--- config.mk ---
export PLATFORM = sky130hd
export DESIGN_NAME = control_sequencer_flat
export DESIGN_NICKNAME = d
export VERILOG_FILES = /design/src/rtl/control_sequencer_if.sv /design/src/rtl/control_sequencer.sv /design/src/flat_wrapper.sv
export SDC_FILE = /design/constraint.sdc
export NUM_CORES = 1
export LEC_CHECK = 0
export BUFFER_PORTS_ARGS = -buffer_cell sky130_fd_sc_hd__buf_4
export CORE_AREA = 8 8 45 47
export DETAILED_ROUTE_END_ITERATION = 7
export DIE_AREA = 0 0 53 55
export HOLD_SLACK_MARGIN = 0.05
export PLACE_DENSITY = 0.78
export SKIP_CTS_REPAIR_TIMING = 1
export SYNTH_ARGS = -nofsm -noshare
export SYNTH_HDL_FRONTEND = slang
export SYNTH_SLANG_ARGS = --single-unit
--- constraint.sdc ---
create_clock -name clk -period 3.2 [get_ports clk]
set_clock_uncertainty 0.1 [all_clocks]
set_input_delay 0.16 -clock clk [delete_from_list [all_inputs] [get_ports clk]]
set_output_delay 0.16 -clock clk [all_outputs]
set_load 0.01 [all_outputs]
--- src/rtl/control_sequencer_if.sv ---
// rtl/control_sequencer_if.sv - SAP-1 sequencer control bus: opcode in, ring state and strobes out
interface control_sequencer_if;
  logic [3:0] opcode;
  logic [5:0] t_state;
  logic       inc;
  logic       pc_out_en;
  logic       mar_load;
  logic       ram_out_en;
  logic       ir_load;
  logic       ir_out_en;
  logic       a_load;
  logic       a_out_en;
  logic       b_load;
  logic       alu_sub;
  logic       alu_out_en;
  logic       out_load;
  logic       halt;

  // Sequencer side: reads the opcode, drives ring state and every strobe
  modport master (
    input  opcode,
    output t_state, inc, pc_out_en, mar_load, ram_out_en, ir_load, ir_out_en,
           a_load, a_out_en, b_load, alu_sub, alu_out_en, out_load, halt
  );

  // Datapath side: supplies the opcode, consumes ring state and strobes
  modport slave (
    output opcode,
    input  t_state, inc, pc_out_en, mar_load, ram_out_en, ir_load, ir_out_en,
           a_load, a_out_en, b_load, alu_sub, alu_out_en, out_load, halt
  );
endinterface

--- src/rtl/control_sequencer.sv ---
// rtl/control_sequencer.sv - SAP-1 one-hot T1..T6 ring with fetch/execute strobe decode and HLT freeze
module control_sequencer (
  input  logic                 clk,
  input  logic                 clr,
  control_sequencer_if.master  bus
);

  typedef enum logic [5:0] {
    T1 = 6'b000001,
    T2 = 6'b000010,
    T3 = 6'b000100,
    T4 = 6'b001000,
    T5 = 6'b010000,
    T6 = 6'b100000
  } t_state_e;

  localparam logic [3:0] OP_LDA = 4'b0000;
  localparam logic [3:0] OP_ADD = 4'b0001;
  localparam logic [3:0] OP_SUB = 4'b0010;
  localparam logic [3:0] OP_OUT = 4'b1110;
  localparam logic [3:0] OP_HLT = 4'b1111;

  t_state_e state_q, state_d;
  logic     halt_q, halt_d;

  // Next ring position; HLT seen in T4 latches halt instead of advancing, and halt freezes the ring
  always_comb begin
    state_d = state_q;
    halt_d  = halt_q;
    if (!halt_q) begin
      if (state_q == T4 && bus.opcode == OP_HLT) begin
        halt_d = 1'b1;
      end else begin
        case (state_q)
          T1:      state_d = T2;
          T2:      state_d = T3;
          T3:      state_d = T4;
          T4:      state_d = T5;
          T5:      state_d = T6;
          T6:      state_d = T1;
          default: state_d = T1;
        endcase
      end
    end
  end

  // State and halt flops; clr wins over the halt freeze and any partial instruction
  always_ff @(posedge clk) begin
    if (clr) begin
      state_q <= T1;
      halt_q  <= 1'b0;
    end else begin
      state_q <= state_d;
      halt_q  <= halt_d;
    end
  end

  assign bus.t_state = state_q;
  assign bus.halt    = halt_q;

  // Strobe decode from ring state and opcode; clr or halt silences everything
  always_comb begin
    bus.inc        = 1'b0;
    bus.pc_out_en  = 1'b0;
    bus.mar_load   = 1'b0;
    bus.ram_out_en = 1'b0;
    bus.ir_load    = 1'b0;
    bus.ir_out_en  = 1'b0;
    bus.a_load     = 1'b0;
    bus.a_out_en   = 1'b0;
    bus.b_load     = 1'b0;
    bus.alu_sub    = 1'b0;
    bus.alu_out_en = 1'b0;
    bus.out_load   = 1'b0;
    if (!clr && !halt_q) begin
      case (state_q)
        T1: begin
          bus.pc_out_en = 1'b1;
          bus.mar_load  = 1'b1;
        end
        T2: bus.inc = 1'b1;
        T3: begin
          bus.ram_out_en = 1'b1;
          bus.ir_load    = 1'b1;
        end
        T4: begin
          if (bus.opcode == OP_LDA || bus.opcode == OP_ADD || bus.opcode == OP_SUB) begin
            bus.ir_out_en = 1'b1;
            bus.mar_load  = 1'b1;
          end else if (bus.opcode == OP_OUT) begin
            bus.a_out_en = 1'b1;
            bus.out_load = 1'b1;
          end
        end
        T5: begin
          if (bus.opcode == OP_LDA) begin
            bus.ram_out_en = 1'b1;
            bus.a_load     = 1'b1;
          end else if (bus.opcode == OP_ADD || bus.opcode == OP_SUB) begin
            bus.ram_out_en = 1'b1;
            bus.b_load     = 1'b1;
            bus.alu_sub    = (bus.opcode == OP_SUB);
          end
        end
        T6: begin
          if (bus.opcode == OP_ADD || bus.opcode == OP_SUB) begin
            bus.alu_out_en = 1'b1;
            bus.a_load     = 1'b1;
            bus.alu_sub    = (bus.opcode == OP_SUB);
          end
        end
        default: ;
      endcase
    end
  end

endmodule

--- src/flat_wrapper.sv ---
// flat-port wrapper written by rule: the top's interface ports become plain ports
module control_sequencer_flat 
  (clk, clr, bus_opcode, bus_t_state, bus_inc, bus_pc_out_en, bus_mar_load, bus_ram_out_en, bus_ir_load, bus_ir_out_en, bus_a_load, bus_a_out_en, bus_b_load, bus_alu_sub, bus_alu_out_en, bus_out_load, bus_halt);
  control_sequencer_if bus_i ();
  input  logic clk;
  input  logic clr;
  input wire logic [$bits(bus_i.opcode)-1:0] bus_opcode;
  output wire logic [$bits(bus_i.t_state)-1:0] bus_t_state;
  output wire logic [$bits(bus_i.inc)-1:0] bus_inc;
  output wire logic [$bits(bus_i.pc_out_en)-1:0] bus_pc_out_en;
  output wire logic [$bits(bus_i.mar_load)-1:0] bus_mar_load;
  output wire logic [$bits(bus_i.ram_out_en)-1:0] bus_ram_out_en;
  output wire logic [$bits(bus_i.ir_load)-1:0] bus_ir_load;
  output wire logic [$bits(bus_i.ir_out_en)-1:0] bus_ir_out_en;
  output wire logic [$bits(bus_i.a_load)-1:0] bus_a_load;
  output wire logic [$bits(bus_i.a_out_en)-1:0] bus_a_out_en;
  output wire logic [$bits(bus_i.b_load)-1:0] bus_b_load;
  output wire logic [$bits(bus_i.alu_sub)-1:0] bus_alu_sub;
  output wire logic [$bits(bus_i.alu_out_en)-1:0] bus_alu_out_en;
  output wire logic [$bits(bus_i.out_load)-1:0] bus_out_load;
  output wire logic [$bits(bus_i.halt)-1:0] bus_halt;
  assign bus_i.opcode = bus_opcode;
  assign bus_t_state = bus_i.t_state;
  assign bus_inc = bus_i.inc;
  assign bus_pc_out_en = bus_i.pc_out_en;
  assign bus_mar_load = bus_i.mar_load;
  assign bus_ram_out_en = bus_i.ram_out_en;
  assign bus_ir_load = bus_i.ir_load;
  assign bus_ir_out_en = bus_i.ir_out_en;
  assign bus_a_load = bus_i.a_load;
  assign bus_a_out_en = bus_i.a_out_en;
  assign bus_b_load = bus_i.b_load;
  assign bus_alu_sub = bus_i.alu_sub;
  assign bus_alu_out_en = bus_i.alu_out_en;
  assign bus_out_load = bus_i.out_load;
  assign bus_halt = bus_i.halt;
  control_sequencer u_core (.clk(clk), .clr(clr), .bus(bus_i));
endmodule
# Word level (Yosys, flattened, before mapping)
# Cells that the tools add are included.
[word_totals]
inputBits = 6
ff_bits = 7
elab_cells = 57
output_inout_bits = 19
[op_classes]
n_mux = 34
n_reduce_logical = 9
n_eq_ne = 10
bitwise = 2
[op_table]
columns = ["cell", "n"]
rows = [
  ["$pmux 6 s5", 1],
  ["$mux 1", 29],
  ["$eq 4x4->1 const B", 2],
  ["$pmux 1 s2", 4],
  ["$eq 6x1->1 const B", 1],
  ["$eq 6x2->1 const B", 1],
  ["$eq 6x3->1 const B", 1],
  ["$eq 6x4->1 const B", 1],
  ["$eq 6x5->1 const B", 1],
  ["$eq 6x6->1 const B", 1],
  ["$eq 4x1->1 const B", 1],
  ["$eq 4x2->1 const B", 1],
  ["$logic_not 4->1", 1],
  ["$logic_or 1x1->1", 3],
  ["$logic_and 1x1->1", 2],
  ["$logic_not 1->1", 2],
  ["$not 1->1", 2],
  ["$reduce_and 2->1", 1],
]

# Longest topological paths before layout
# Gate-level depths: netlist of run 1.
[depth]
word_depth = 6
mapped_depth = 5
depth_no_buf = 3

# Least setup slack after synthesis of run 1
# No wires, ideal clock.
[synth_path]
kind = "flip-flop to output port"
from = "reg u_core.state_q[2], in the netlist u_core.bus.t_state[2]"
to = "out bus_out_load"
path_stages_with_launch = 6
path_slack_ns = 1.435
t_arrival_ns = 1.505
cell_sequence = "dfxtp_1 -> buf_6 -> nor4b_4 -> nand2_2 -> nor4_2 -> buf_4"
[synth_between]
elab_chain_cells = 3
[synth_lines]
columns = ["element", "line_no", "text"]
rows = [
  ["from (decl)", "control_sequencer.sv:23", "t_state_e state_q, state_d;"],
  ["from (signal assigned)", "control_sequencer.sv:53", "state_q <= state_d;"],
  ["$eq 6x4->1", "n/a", ""],
  ["$mux 1 (2 in a row)", "n/a", ""],
  ["to (decl)", "flat_wrapper.sv:20", "output wire logic [$bits(bus_i.out_load)-1:0] bus_out_load;"],
]
# No other way between the ends.

# Final worst setup path of run 1
[layout_path]
from = "reg u_core.state_q[2], in the netlist u_core.bus.t_state[2]"
to = "out bus_out_load"
[layout_between]
elab_chain_cells = 3
[layout_lines]
columns = ["element", "line_no", "text"]
rows = [
  ["$eq 6x4->1", "control_sequencer.sv:76", "case (state_q)"],
  ["$mux 1", "control_sequencer.sv:76", ""],
  ["$mux 1", "control_sequencer.sv:75", "if (!clr && !halt_q) begin"],
]
# No other way between the ends.

==> results of run 1 <==
[cells in the mapped netlist, types with 2 or more instances]
cell and instances:
nor3_1 2, xor2_1 2, nand2b_1 3, dfxtp_1 7, o22ai_1 3, a21oi_1 2
nand3b_1 3, mux2i_1 2, nand4_1 3, buf_2 3, nand2_1 4, nand3_1 5
nor2_1 9
[kinds of logic (layout without fill, tap and decap cells)]
| kind of cell | Yosys count | count (layout) | share of synthesized area [%] |
|---|---|---|---|
| AOI/OAI and AO/OA | 11 | 11 | 14.74 |
| DFF | 7 | 7 | 23.93 |
| xor gates and xnor gates | 3 | 3 | 4.488 |
| and+or+nand+nor | 42 | 42 | 46.37 |
| muxes | 2 | 2 | 3.419 |
| buffers and inverters | 7 | 29 | 7.050 |
[worst max-delay path, cell delays in order, from the launching register on]
cell and delay, ns:
dfxtp_1 0.42, nor4b_4 0.38, nand2_2 0.16, nor4_2 0.32, buf_4 0.18
[sequential cells by signal, indices dropped and copies added (netlist names)]
register / flops
u_core.bus.halt: 1
u_core.bus.t_state: 6
[layer usage]
layer	routed length, um	global-route usage, %	vias to the layer above
met2	838	20.51	21
li1	-	-	312
met1	657	11.89	292
met3	119	2.674	4
met4	30	8.621	0
met5	0	0	-
[worst max path at each step]
stage | start | to | slack (ns) | cells after the start
global route | u_core.bus.t_state[2]$_SDFFE_PP0P_ | bus_out_load | 1.09 | 4
CTS | u_core.bus.t_state[4]$_SDFFE_PP0P_ | bus_out_load | 1.23 | 4
finish | u_core.bus.t_state[2]$_SDFFE_PP0P_ | bus_out_load | 1.24 | 4
floorplan | u_core.bus.t_state[2]$_SDFFE_PP0P_ | bus_out_load | 1.44 | 5
global placement | u_core.bus.t_state[4]$_SDFFE_PP0P_ | bus_a_out_en | 1.57 | 4
detailed placement | u_core.bus.t_state[4]$_SDFFE_PP0P_ | bus_out_load | 1.50 | 4
[cell type report]
class                      count  area (um^2)
clock buffer                   4        26.28
fill                         135        609.3
inverter                       1        3.754
multi-input combinational     58        404.1
sequential                     7        140.1
tap                           16        20.02
timing repair buffer          24        180.2
[power by group]
group	switching, mW	internal, mW	total, mW	leakage [nW]
logic	0.0407	0.0354	0.0761	0.240
clock network	0.0314	0.0475	0.0789	0.0150
registers	0.0105	0.0925	0.103	0.0570
[per-stage QoR]
stage	util, %	hold slack [ns]
after floorplan	-	0.3017
after global placement	54.07	0.3137
after detailed placement	54.07	0.3182
after CTS	55.97	0.04540
after global routing	55.97	0.05992
final	55.97	0.05381
==> qor.csv, run 1 <==
metric,value,unit
CTS H-tree lvls,1,
Slew headroom,66.55,%
"Setup violations, final",0,
grt total ovfl,0,
Unique masters post-synth,37,
post-route cell area,774.5,um^2
crit end category,primary output,
cells after synthesis,72,
Worst Setup Start Kind,flip-flop,
Placed Cells,106,
Max Slew Vio Count,0,
Initial Util,42.31,%
post-synthesis cell area,585.6,um^2
"most common cell after layout, fill and taps aside",buf_4,
power density cells,333.2,nW/um^2
"Seq/Total Area, Yosys",23.93,%
Synth Register Bits,7,
share of the synthesized area in the top cell type,23.93,%
Synth area leaders,"dfxtp_1 24%, nor2_1 5.8%, nand3_1 4.3%",
Die H,55,um
Worst Path Max Fanout,9,
TNS Setup,0,ns
Ys Warns,0,
Leak,0.3124,nW
number of global-route vias before repair,627,
CTS Root Cell,clkbuf_4,
placed cell areas,748.2,um^2
pre-CTS setup slack,1.499,ns
Hold Crit Start,clr,
Reg-to-Reg End,u_core.bus.t_state[0]$_SDFFE_PP1P_,
Final WS setup,1.236,ns
most frequent cells in the layout,"24 x buf_4, 9 x nor2_1, 7 x dfxtp_1",
Main synth FF type,dfxtp_1,
Die W,53,um
Synth area leader,dfxtp_1,
worst min path class,input pin to flip-flop,
peak supply drop,0.2373,mV
Finished Layout Cells,110,
share of layout cells above drive strength 1,39.36,%
Pre-antenna DRT Iters,4,
port bufs,24,
total power,0.2580,mW
Std-Cell Rows,14,
R2R depth,3,
outcome,completed,
syn nets,78,
Max Fclk,509.3,MHz
final antenna-violating net count,0,
first-pass GRT wire length,2.615,mm
R2R Setup Slk,1.74,ns
CTS tree,built,
Tot GR Track Use,11.65,%
I/O Pins,25,
antenna violations before repair,0,
RSZ-0062 raised after global routing,no,
kind of critical path,flip-flop to primary output,
"CTS clk-pin slew, worst paths",0.06,ns
pin count of the biggest net entering global routing,14,
Synth async-reset ratio,0,%
period utilisation layout,61.36,%
routed length per instance,14.96,um
Post-synth EDFFs,0,
worst r2r src,u_core.bus.t_state[4]$_SDFFE_PP0P_,
Critical Path AT,1.70,ns
worst path required time,2.94,ns
Total Die Area,2915,um^2
Final Critical Period,1.964,ns
Final Wtd Congestion,0.8025,
deepest clock path buffer count,2,
DP Wirelength,1.327,mm
Hold EP,u_core.bus.t_state[3]$_SDFFE_PP0P_,
Iter 0 DRT Violations,5,
Post-Route WL,1.646,mm
# nets final,101,
routed vias,629,
worst-skew pair later-pin latency,0.25,ns
TritonCTS Buffers,3,
drt drc,0,
core box area,1384,um^2
Syn Area/Cell,8.133,um^2
synthesis-to-layout area growth,32.26,%
vias per cell,5.718,
CTS sink count,7,
worst slew pin tran,0.4972,ns
antenna cells,0,
Max Cap Viol,0,
Cells on Worst Hold Path,2,
Final Hold Fails,0,
Power figures use the tool's default switching activity.
==> inputs of run 2 (changes only) <==
--- a/config.mk
+++ b/config.mk
@@ -6,11 +6,11 @@
 export NUM_CORES = 1
 export LEC_CHECK = 0
 export BUFFER_PORTS_ARGS = -buffer_cell sky130_fd_sc_hd__buf_4
-export CORE_AREA = 8 8 45 47
+export CORE_MARGIN = 8
+export CORE_UTILIZATION = 45
 export DETAILED_ROUTE_END_ITERATION = 7
-export DIE_AREA = 0 0 53 55
 export HOLD_SLACK_MARGIN = 0.05
-export PLACE_DENSITY = 0.78
+export PLACE_DENSITY = 0.79
 export SKIP_CTS_REPAIR_TIMING = 1
 export SYNTH_ARGS = -nofsm -noshare
 export SYNTH_HDL_FRONTEND = slang
==> constraint.sdc (replaced) <==
create_clock -name clk -period 2 [get_ports clk]
set_clock_uncertainty 0.1 [all_clocks]
set_input_delay 0.1 -clock clk [delete_from_list [all_inputs] [get_ports clk]]
set_output_delay 0.1 -clock clk [all_outputs]
set_load 0.01 [all_outputs]
==> qor.csv, run 2 (same netlist as run 1, synthesis figures left out) <==
metric,value,unit,change
Post-Route WL,1.633,mm,-0.79%
switching power,0.1367,mW,+65%
CTS tree,built,,
antenna cells,0,,unchanged
crit path to,bus_alu_sub,,
kind of critical path,input pin to primary output,,
R2R depth,4,,+1
Iter 0 DRT Violations,23,,+18
Total Die Area,2711,um^2,-7.0%
CTS Root Cell,clkbuf_4,,
busiest grt layer,met2,,
worst r2r src,u_core.bus.t_state[2]$_SDFFE_PP0P_,,
Final Util,63.94,%,+8.0 points
"most common cell after layout, fill and taps aside",buf_4,,
Die W,52.07,um,-1.8%
antenna violations before repair,0,,unchanged
Critical-path top delay cell,dlygate4sd3_1,,
outcome,completed,,
vias per cell,5.589,,-2.3%
number of global-route vias before repair,606,,-3.3%
synthesis-to-layout area growth,36.75,%,
Critical Path Max Stage Delay,0.54,ns,+0.12 ns
worst slew pin tran,0.4698,ns,-0.02739 ns
routed length per instance,14.58,um,-2.6%
Final Wtd Congestion,0.8814,,+9.8%
worst path required time,1.80,ns,-1.14 ns
"Setup violations, final",0,,unchanged
share of layout cells above drive strength 1,42.27,%,+2.9 points
Slew headroom,68.44,%,+1.9 points
met2 usage,19.20,%,-1.3 points
most frequent cells in the layout,"26 x buf_4, 9 x nor2_1, 6 x dfxtp_1",,
I/O Pins,25,,unchanged
Worst path most repeated cell,buf_4,,
first-pass GRT wire length,2.649,mm,+1.3%
TritonCTS Buffers,3,,unchanged
Leak,0.3308,nW,+5.9%
Worst Setup SP,clr,,
TNS Setup,0,ns,unchanged
drt drc,0,,unchanged
Max Slew Vio Count,0,,unchanged
Sw Ratio,32.88,%,+0.85 points
fillers,115,,-15%
Max Fclk,520.7,MHz,
Critical Path AT,1.72,ns,+0.02 ns
CP Cell Sequence,dlygate4sd3_1 > buf_4 > nor4_1 > nand3b_2 > nor4b_2 > buf_4,,
Worst Setup Start Kind,input pin,,
CTS sink count,7,,unchanged
Initial Util,46.75,%,+4.4 points
worst min path class,input pin to flip-flop,,
Pre-antenna DRT Iters,4,,unchanged
Die H,52.07,um,-5.3%
deepest clock path buffer count,2,,unchanged
internal power,0.2791,mW,+59%
# nets final,104,,+3.0%
total power,0.4158,mW,+61%
crit end category,primary output,,
core box area,1252,um^2,-9.5%
"CTS clk-pin slew, worst paths",0.05,ns,about the same
DP Wirelength,1.258,mm,-5.2%
final antenna-violating net count,0,,unchanged
Std-Cell Rows,13,,-1
Reg-to-Reg End,u_core.bus.t_state[1]$_SDFFE_PP0P_,,
GR met1 Demand/Resource,14.70,%,+2.8 points
R2R Setup Slk,0.47,ns,-1.27 ns
Worst Path Max Fanout,11,,+2
combinational power share,29.3,%,-0.2 points
grt total ovfl,0,,unchanged
Final Critical Period,1.921,ns,
Tot GR Track Use,12.39,%,+0.73 points
Cells on Worst Hold Path,3,,+1
Final Hold Fails,0,,unchanged
period utilisation layout,96.03,%,
Max Cap Viol,0,,unchanged
met3 usage,5.983,%,+3.3 points
pin count of the biggest net entering global routing,14,,unchanged
clock power share,30.9,%,+0.3 points
Largest register FFs,6,,unchanged
worst-skew pair later-pin latency,0.26,ns,about the same
CTS H-tree lvls,1,,unchanged
port bufs,24,,unchanged
peak supply drop,0.4731,mV,+99%
power density cells,519.3,nW/um^2,+56%
sequential power share,39.8,%,about the same
routed vias,626,,-0.48%
-- run 2: worst max-delay path: cells and delay by family --
family / cells / cell delay, ns
buf+inv: 3 / 0.87
simple gates: 3 / 0.75
-- run 2: how the worst min path moves through the flow --
stage	startpoint	to	slack (ns)
4_1_cts	clr	u_core.bus.t_state[4]$_SDFFE_PP0P_	-0.02
3_3_place_gp	clr	u_core.bus.t_state[4]$_SDFFE_PP0P_	0.25
5_1_grt	bus_opcode[0]	u_core.bus.t_state[3]$_SDFFE_PP0P_	0.13
3_5_place_dp	clr	u_core.bus.t_state[4]$_SDFFE_PP0P_	0.25
6_report	bus_opcode[0]	u_core.bus.t_state[3]$_SDFFE_PP0P_	0.11
2_1_floorplan	bus_opcode[1]	bus_a_out_en	0.22
-- run 2: power groups by stage --
stage | combinational [mW] | clock, mW | sequential (mW)
2_1_floorplan | 0.0758 | 0 | 0.167
3_3_place_gp | 0.119 | 0 | 0.168
3_5_place_dp | 0.120 | 0 | 0.168
4_1_cts | 0.120 | 0.136 | 0.165
5_1_grt | 0.133 | 0.140 | 0.168
6_report | 0.122 | 0.129 | 0.165
-- run 2: cell type report --
| class | count | area (um^2) | area share [%] |
|---|---|---|---|
| multi-input combinational | 58 | 404.1 | 50.47 |
| clock buffer | 3 | 22.52 | 2.812 |
| sequential | 7 | 141.4 | 17.66 |
| tap | 15 | 18.77 | 2.344 |
| inverter | 1 | 3.754 | 0.4688 |
| clock inverter | 1 | 5.005 | 0.6250 |
| timing repair buffer | 27 | 205.2 | 25.63 |
-- run 2: per-layer routing --
metal  wire, um  share of wire [%]
met3        131                8.0
met5          0                  0
met4          0                  0
met2        797                 49
met1        704                 43
-- run 2: through the flow --
step	instance area, um^2	setup WS [ns]	instances	hold slack [ns]
after global placement	754.5	0.3900	106	0.2490
after detailed placement	754.5	0.3788	106	0.2542
after floorplan	585.6	0.2950	72	0.2200
after global routing	800.8	-0.0005214	112	0.1320
after CTS	782.0	0.09686	110	-0.01617
final	800.8	0.07934	112	0.1081
==> inputs of run 3 (changes only) <==
--- a/config.mk
+++ b/config.mk
@@ -6,7 +6,6 @@
 export NUM_CORES = 1
 export LEC_CHECK = 0
 export BUFFER_PORTS_ARGS = -buffer_cell sky130_fd_sc_hd__buf_4
-export CORE_MARGIN = 8
 export CORE_UTILIZATION = 45
 export DETAILED_ROUTE_END_ITERATION = 7
 export HOLD_SLACK_MARGIN = 0.05
==> qor.csv, run 3 (same netlist as run 1, synthesis figures left out) <==
metric,value,unit,change
outcome,completed,,
Hold Slack,0.06705,ns,-0.04103 ns
number of global-route vias before repair,527,,-13%
port bufs,24,,unchanged
Worst Path Max Fanout,8,,-3
R2R Setup Slk,0.50,ns,+0.03 ns
"CTS clk-pin slew, worst paths",0.07,ns,+0.02 ns
worst r2r src,u_core.bus.t_state[1]$_SDFFE_PP0P_,,
Max Fclk,530.9,MHz,+2.0%
RSZ-0062 raised after global routing,no,,
Buf/Inv on CP,1,,-2
Cells on Worst Hold Path,3,,unchanged
Die W,38.07,um,-27%
Pre-antenna DRT Iters,4,,unchanged
Final Wtd Congestion,0.9131,,+3.6%
worst-skew pair later-pin latency,0.28,ns,+0.02 ns
CP Cell Sequence,nor4b_4 > nand2_2 > nor4_2 > buf_4,,
CTS tree,built,,
Worst Setup Start Kind,flip-flop,,
CTS Root Cell,clkbuf_4,,
Die H,38.07,um,-27%
Std-Cell Rows,12,,-1
drt drc,0,,unchanged
Critical Path AT,1.68,ns,-0.04 ns
CTS sink count,7,,unchanged
Final WS setup,0.1164,ns,+0.03703 ns
Finished Layout Cells,111,,-0.89%
Leak,0.3350,nW,+1.3%
antenna violations before repair,0,,unchanged
CTS H-tree lvls,1,,unchanged
share of layout cells above drive strength 1,44.33,%,+2.1 points
"Setup violations, final",0,,unchanged
peak supply drop,0.3615,mV,-24%
# nets final,104,,unchanged
worst min path class,input pin to flip-flop,,
TNS Setup,0,ns,unchanged
most frequent cells in the layout,"26 x buf_4, 9 x nor2_1, 5 x nand3_1, 5 x dfxtp_1, 4 x nand2_1",,
deepest clock path buffer count,2,,unchanged
Critical Path Max Stage Delay,0.42,ns,-0.12 ns
final antenna-violating net count,0,,unchanged
CP top delay family,simple AND/OR/NAND/NOR gates,,
core box area,1156,um^2,-7.7%
Slew headroom,72.99,%,+4.6 points
Hold EP,u_core.bus.t_state[3]$_SDFFE_PP0P_,,
worst path required time,1.80,ns,about the same
antenna cells,0,,unchanged
Post-Route WL,1.706,mm,+4.5%
Tot GR Track Use,25.61,%,+13 points
Placed Cells,105,,-0.94%
DP Wirelength,1.164,mm,-7.5%
pre-CTS setup slack,0.3463,ns,-0.03254 ns
worst slew pin tran,0.4021,ns,-0.06774 ns
synthesis-to-layout area growth,38.89,%,
power density cells,546.3,nW/um^2,+5.2%
grt total ovfl,0,,unchanged
Final Critical Period,1.884,ns,-0.03703 ns
first-pass GRT wire length,2.559,mm,-3.4%
Final Hold Fails,0,,unchanged
"most common cell after layout, fill and taps aside",buf_4,,
Iter 0 DRT Violations,35,,+52%
vias per cell,6.054,,+8.3%
R2R depth,4,,unchanged
Reg-to-Reg End,u_core.bus.t_state[1]$_SDFFE_PP0P_,,
pin count of the biggest net entering global routing,14,,unchanged
TritonCTS Buffers,3,,unchanged
I/O Pins,25,,unchanged
Largest register FFs,6,,unchanged
period utilisation layout,94.18,%,-1.9 points
routed vias,672,,+7.3%
crit end category,primary output,,
fillers,93,,-19%
routed length per instance,15.37,um,+5.4%
Max Cap Viol,0,,unchanged
kind of critical path,flip-flop to primary output,,
Max Slew Vio Count,0,,unchanged
Hold Crit Start,bus_opcode[0],,
Critical-path top delay cell,dfxtp_1,,
Initial Util,50.65,%,+3.9 points
Total Die Area,1449,um^2,-47%
-- run 3: cell counts in the layout (fill, tap and decap cells not counted) --
Identical to the previous run, type by type.
-- run 3: through the flow --
step,power [mW],util [%],instance area (um^2)
floorplan,0.2426,-,585.6
global placement,0.2854,65.15,753.2
detailed placement,0.2882,65.15,753.2
CTS,0.4317,67.53,780.7
global route,0.4641,70.35,813.3
finish,0.4443,70.35,813.3
-- run 3: how the worst max path moves through the flow --
stage,slack (ns),depth (start not counted),startpoint,endpoint
2_1_floorplan,0.30,5,u_core.bus.t_state[2]$_SDFFE_PP0P_,bus_out_load
3_5_place_dp,0.35,4,u_core.bus.t_state[4]$_SDFFE_PP0P_,bus_a_out_en
6_report,0.12,4,u_core.bus.t_state[1]$_SDFFE_PP0P_,bus_a_out_en
5_1_grt,0.005,6,clr,bus_alu_sub
3_3_place_gp,0.39,4,u_core.bus.t_state[4]$_SDFFE_PP0P_,bus_a_out_en
4_1_cts,0.07,4,u_core.bus.t_state[4]$_SDFFE_PP0P_,bus_a_out_en
-- run 3: worst reg2reg max path, stage by stage (launching register included) --
cell	delay [ns]
dfxtp_1	0.42
nor4b_4	0.35
buf_4	0.17
a41oi_2	0.18
mux2i_1	0.16
-- run 3: per-layer routing --
layer | share of wire [%] | GRT usage (%) | routed length [um]
met5 | 0 | 0 | 0
met1 | 43 | 39.64 | 734
met2 | 47 | 34.32 | 797
met4 | 1.2 | 8.036 | 21
met3 | 8.9 | 5.233 | 152
-- run 3: area by class of cell --
cell class,count,area [um^2],share of cell area [%]
Multi-Input combinational cell,58,416.7,51.23
Tap cell,14,17.52,2.154
Clock buffer,3,22.52,2.769
Timing Repair Buffer,27,205.2,25.23
Inverter,1,3.754,0.4615
Clock inverter,1,5.005,0.6154
Sequential cell,7,142.6,17.54
-- run 3: report_power, final --
| part | internal (mW) | leakage, nW | switching (mW) |
|---|---|---|---|
| Combinational | 0.0613 | 0.259 | 0.0668 |
| Clock | 0.0741 | 0.0177 | 0.0741 |
| Sequential | 0.148 | 0.0580 | 0.0201 |
| Total | 0.283 | 0.335 | 0.161 |
